## src/rtl/decoder_scan_pipe.sv

```systemverilog
// Two-stage predecoded IN_W-to-2^IN_W one-hot decoder with valid/ready flow control and an
// automatic scan sequencer. Define DECODER_SCAN_ACTIVE_LOW_EN for one-cold (inverted) output.
module decoder_scan_pipe #(
   parameter int IN_W  = 6,
   parameter int LO_W  = 3,
   parameter int DWELL = 4,
   parameter int CNT_W = 8
) (
   input  logic                 clk,
   input  logic                 rst_n,
   input  logic                 mode,
   input  logic                 in_valid,
   output logic                 in_ready,
   input  logic [IN_W-1:0]      in,
   input  logic                 scan_start,
   input  logic [IN_W-1:0]      scan_last,
   input  logic                 scan_loop,
   input  logic                 scan_stop,
   output logic [(1<<IN_W)-1:0] out,
   output logic                 out_valid,
   input  logic                 out_ready,
   output logic                 scan_busy,
   output logic                 scan_done
);

   localparam int OUT_W = 1 << IN_W;
   localparam int HI_W  = IN_W - LO_W;
   localparam int LO_N  = 1 << LO_W;
   localparam int HI_N  = 1 << HI_W;
   localparam logic [CNT_W-1:0] CNT_MAX = CNT_W'(DWELL - 1);

`ifdef DECODER_SCAN_ACTIVE_LOW_EN
   localparam logic [OUT_W-1:0] OFF_CODE = '1;
`else
   localparam logic [OUT_W-1:0] OFF_CODE = '0;
`endif

   typedef enum logic [1:0] {ST_IDLE, ST_SCAN, ST_DRAIN} state_t;

   state_t            state_q, state_d;
   logic [IN_W-1:0]   idx_q, idx_d;
   logic [IN_W-1:0]   last_q, last_d;
   logic              loop_q, loop_d;
   logic [CNT_W-1:0]  cnt_q, cnt_d;
   logic              s1_valid_q, s1_valid_d;
   logic [LO_N-1:0]   lo_q, lo_d;
   logic [HI_N-1:0]   hi_q, hi_d;
   logic              out_valid_q, out_valid_d;
   logic [OUT_W-1:0]  out_q, out_d;
   logic              done_q, done_d;

   logic              stall;
   logic              ready_c;
   logic              push;
   logic [IN_W-1:0]   push_idx;
   logic [OUT_W-1:0]  dec;

   for (genvar h = 0; h < HI_N; h++) begin : g_hi
      for (genvar l = 0; l < LO_N; l++) begin : g_lo
         assign dec[h*LO_N + l] = hi_q[h] & lo_q[l];
      end
   end

   // Handshakes: a beat transfers on a rising edge where valid and ready are both high.
   // Producers hold valid and payload until then; in_ready follows out_ready combinationally.
   always_comb begin
      stall       = out_valid_q & ~out_ready;
      ready_c     = ~stall & (state_q == ST_IDLE);
      push        = ((state_q == ST_SCAN) & ~stall & (cnt_q == '0)) | (in_valid & ready_c);
      push_idx    = (state_q == ST_SCAN) ? idx_q : in;

      state_d     = state_q;
      idx_d       = idx_q;
      last_d      = last_q;
      loop_d      = loop_q;
      cnt_d       = cnt_q;
      done_d      = 1'b0;
      s1_valid_d  = s1_valid_q;
      lo_d        = lo_q;
      hi_d        = hi_q;
      out_valid_d = out_valid_q;
      out_d       = out_q;

      case (state_q)
         ST_IDLE: begin
            if (scan_start && mode) begin
               last_d  = scan_last;
               loop_d  = scan_loop;
               idx_d   = '0;
               cnt_d   = '0;
               state_d = ST_SCAN;
            end
         end
         ST_SCAN: begin
            // The dwell count only advances on unstalled cycles, so a stall stretches the step.
            if (!stall) begin
               if (cnt_q == CNT_MAX) begin
                  cnt_d = '0;
                  if (scan_stop) begin
                     state_d = ST_DRAIN;
                  end else if (idx_q == last_q) begin
                     if (loop_q) idx_d = '0;
                     else        state_d = ST_DRAIN;
                  end else begin
                     idx_d = idx_q + IN_W'(1);
                  end
               end else begin
                  cnt_d = cnt_q + CNT_W'(1);
               end
            end
         end
         ST_DRAIN: begin
            if (!s1_valid_q && !out_valid_q) begin
               done_d  = 1'b1;
               idx_d   = '0;
               state_d = ST_IDLE;
            end
         end
         default: state_d = ST_IDLE;
      endcase

      if (!stall) begin
         s1_valid_d  = push;
         lo_d        = push ? (LO_N'(1) << push_idx[LO_W-1:0]) : '0;
         hi_d        = push ? (HI_N'(1) << push_idx[IN_W-1:LO_W]) : '0;
         out_valid_d = s1_valid_q;
         out_d       = s1_valid_q ? (dec ^ OFF_CODE) : OFF_CODE;
      end
   end

   always_ff @(posedge clk or negedge rst_n) begin
      if (!rst_n) begin
         state_q     <= ST_IDLE;
         idx_q       <= '0;
         last_q      <= '0;
         loop_q      <= 1'b0;
         cnt_q       <= '0;
         done_q      <= 1'b0;
         s1_valid_q  <= 1'b0;
         lo_q        <= '0;
         hi_q        <= '0;
         out_valid_q <= 1'b0;
         out_q       <= OFF_CODE;
      end else begin
         state_q     <= state_d;
         idx_q       <= idx_d;
         last_q      <= last_d;
         loop_q      <= loop_d;
         cnt_q       <= cnt_d;
         done_q      <= done_d;
         s1_valid_q  <= s1_valid_d;
         lo_q        <= lo_d;
         hi_q        <= hi_d;
         out_valid_q <= out_valid_d;
         out_q       <= out_d;
      end
   end

   assign in_ready  = ready_c;
   assign out       = out_q;
   assign out_valid = out_valid_q;
   assign scan_busy = (state_q != ST_IDLE);
   assign scan_done = done_q;

endmodule

```

## config.mk

```make
export PLATFORM = sky130hd
export DESIGN_NAME = decoder_scan_pipe
export DESIGN_NICKNAME = d
export VERILOG_FILES = /design/src/rtl/decoder_scan_pipe.sv
export SDC_FILE = /design/constraint.sdc
export NUM_CORES = 1
export LEC_CHECK = 0
export CAP_MARGIN = 20
export CORE_UTILIZATION = 35
export CTS_BUF_LIST = sky130_fd_sc_hd__clkbuf_2 sky130_fd_sc_hd__clkbuf_4 sky130_fd_sc_hd__clkbuf_8
export CTS_CLUSTER_SIZE = 28
export DETAILED_ROUTE_END_ITERATION = 12
export HOLD_SLACK_MARGIN = 0.02
export PLACE_DENSITY_LB_ADDON = 0.08
export SYNTH_ARGS = -nofsm -noshare
export SYNTH_HDL_FRONTEND = slang
export SYNTH_SLANG_ARGS = --single-unit
```

## constraint.sdc

```tcl
create_clock -name clk -period 2.6 [get_ports clk]
set_input_delay 0.52 -clock clk [delete_from_list [all_inputs] [get_ports clk]]
set_output_delay 0.52 -clock clk [all_outputs]
set_load 0.02 [all_outputs]
```

==> results_dict.tcl <==
set metrics [dict create \
    max_stage_delay_ns 0.58 \
    synthMostInstantiatedCell "dfrtp_1" \
    vias_per_cell 5.19 \
    num_vias 3344 \
    family_with_the_most_delay_on_the_worst_path "simple AND/OR/NAND/NOR gates" \
    clock-sinks 106 \
    dieHeight_um 115 \
    timing.critical_path.slowest_stage_cell "or4_4" \
    max-vdd-ir-drop_uv 685 \
    initialDrtViolationCount 222 \
    fp.dieArea_um2 13200 \
    initial_antenna_violation_count 0 \
    hpwlAfterDp_mm 7.68 \
    yosys.area.top_type_share_pct 59.5 \
    min_period_over_period_pct 92.1 \
    min_path_type "input port to async pin" \
    required_time_of_the_critical_path_ns 2.86 \
    max_clock_freq_ghz 0.417 \
    finClkSkew_ns 0.0122 \
    async_reset_ff_share_pct 100 \
    row_count 40 \
    synth.top_cells.by_count "dfrtp_1, a22o_1, nand2_1" \
    nNetsFinal 494 \
    post_synth_instance_area_um2 4460 \
    setup_viol 0 \
    overflow 0 \
    start_util_pct 36.5 \
    pin_count_of_the_biggest_net_entering_global_routing 94 \
    cts.path.max_buffers 2 \
    cts.htree.levels 3 \
    timing_max_transition_violations_final 0 \
    portBuffers 87 \
    finalCriticalPeriod_ns 2.40 \
    globalRouteTotalUtil_pct 18.1 \
    placeableCoreArea_um2 12200 \
    dr.pass1.iters 4 \
    first_pass_grt_wire_length_mm 18.1 \
    total_clock_buffers_created_by_cts 9 \
    worstPathArrival_ns 2.66 \
    worstSkewPairLatency_ns 0.38 \
    placed_cells 628 \
    ctsHoldBuffers 0 \
    crit_path_cell_trace "or4_4 -> or4_4 -> nor4_4 -> a2bb2oi_1 -> a221o_1" \
    first_global_vias 3290 \
    finalWeightedCongestion 0.763 \
    timing_hold_violations_final 0 \
    area_delta_synth_final_pct 29.3 \
    end_kind "register" \
    number_of_stages_on_the_worst_setup_path 5 \
    tritoncts "yes" \
    syn_avg_cell_area_um2 11.5 \
    seq_area_frac_synth_pct 59.5 \
    reg2reg_depth 5 \
    totalNegativeSetupSlack_ns 0 \
    post-route-drc-count 0 \
    cell_taking_the_most_area_after_synthesis "dfrtp_1" \
    synth-edff-count 0 \
    yosysWarningCount 0 \
    cp-start-kind "register" \
    yosys.cell_types.count 38 \
    power.static_leakage_nw 2.60 \
    total_power_mw 4.18 \
    cts.root.buffer_cell "clkbuf_8" \
    synth_top_cells_by_area "dfrtp_1, a22o_1, nand2_1" \
    postCtsSetupBuffers 0 \
    cts-resized-gates 0 \
    cellPowerDensity_nw_per_um2 725 \
    status "finished, final reports clean" \
    setup_repair_after_global_routing_missed_its_margin "no" \
    detail_route.wirelength_mm 11.1 \
    worst_pin_slew_ns 0.829 \
    antenna_violating_nets_post_route 0 \
    drt-wirelength-per-cell_um 17.3 \
    synthFlopType "dfrtp_1" \
    synth.ff_latch_count 106 \
    path_class "register to register" \
    final_layout_size_suffix_gt1_share_pct 10.5 \
    antenna_cells_inserted 0 \
    fin_cells 644 \
    crit_buf_inv 0 \
    critical_path_peak_fanout 6 \
    cpMostUsedCell "or4_4" \
    syn-instance-count 387 \
    postSynthNetCount 410 \
    cap_violations 0 \
    io_pins 88 \
    die_width_um 115 \
    slew_headroom_pct 44.5 \
    clock_pin_transition_on_the_worst_setup_and_hold_timing_paths_ns 0.10 \
]
-- path summary, 6_finish.rpt --
path	end	start	slack (ns)
max in group asynchronous	out[21]	rst_n	1.73
worst min-delay path	out[44]	rst_n	0.13
min in group clk	lo_q[6]	lo_q[6]	0.50
worst max-delay path	idx_q[4]	cnt_q[5]	0.20
worst max register to register	idx_q[4]	cnt_q[5]	0.20
worst min register to register	lo_q[6]	lo_q[6]	0.50
-- cell usage in the layout, fill, tap and decap left out, drive strengths merged, types with 7 or more instances in the layout --
cell type / n
o31ai: 12
nand2: 34
o21ai: 20
a31oi: 8
clkbuf: 11
nor2: 23
buf: 16
dfrtp: 106
mux2: 9
and3: 7
clkdlybuf4s50: 85
inv: 14
a22o: 64
-- registers in the layout, summed over array words and instances, names as in the netlist --
| signal | count |
|---|---|
| cnt_q | 8 |
| hi_q | 8 |
| loop_q | 1 |
| last_q | 6 |
| idx_q | 6 |
| out_valid | 1 |
| out | 64 |
| state_q | 2 |
| scan_done | 1 |
| lo_q | 8 |
| s1_valid_q | 1 |
-- stage by stage --
step	hold WS, ns	instance area [um^2]	setup WS [ns]	utilization, %
6_report	0.131	5770	0.204	47.2
5_1_grt	0.157	5770	0.153	47.2
4_1_cts	0.143	5770	0.0887	47.2
3_5_place_dp	0.467	5580	0.231	45.7
3_3_place_gp	0.463	5580	0.221	45.7
2_1_floorplan	0.224	4460	0.363	-
-- power by group --
group | internal, mW | total, mW | switching [mW]
sequential | 1.81 | 2.03 | 0.224
combinational | 0.463 | 1.16 | 0.695
clock | 0.401 | 0.991 | 0.589
total | 2.67 | 4.18 | 1.51
-- area by class of cell --
class                      instances  area (um^2)
inverter                          11         41.3
multi-input combinational        241         1670
clock buffer                      11          145
tap                              168          210
fill                            1194         6440
sequential                       106         2650
clock inverter                     5         45.0
timing repair buffer             102         1010
-- per-layer routing --
layer  GRT usage [%]  vias to the layer above  part of all wire, %
met2            29.3                       88                   47
li1                -                     1585                    -
met1            24.2                     1665                   47
met4            4.42                        0                 0.83
met5               0                        -                    0
met3            5.01                        6                  4.6
-- cells by family (layout without fill, tap and decap cells) --
| logic type | after synthesis | after routing | synth area share [%] |
|---|---|---|---|
| mux | 12 | 12 | 2.95 |
| flops | 106 | 106 | 59.5 |
| compound gates | 118 | 118 | 20.7 |
| fa+ha+maj | 3 | 3 | 0.842 |
| buf+inv | 40 | 129 | 3.37 |
| xor+xnor | 6 | 6 | 1.18 |
| simple gates | 102 | 102 | 11.5 |
Power figures use the tool's default switching activity.
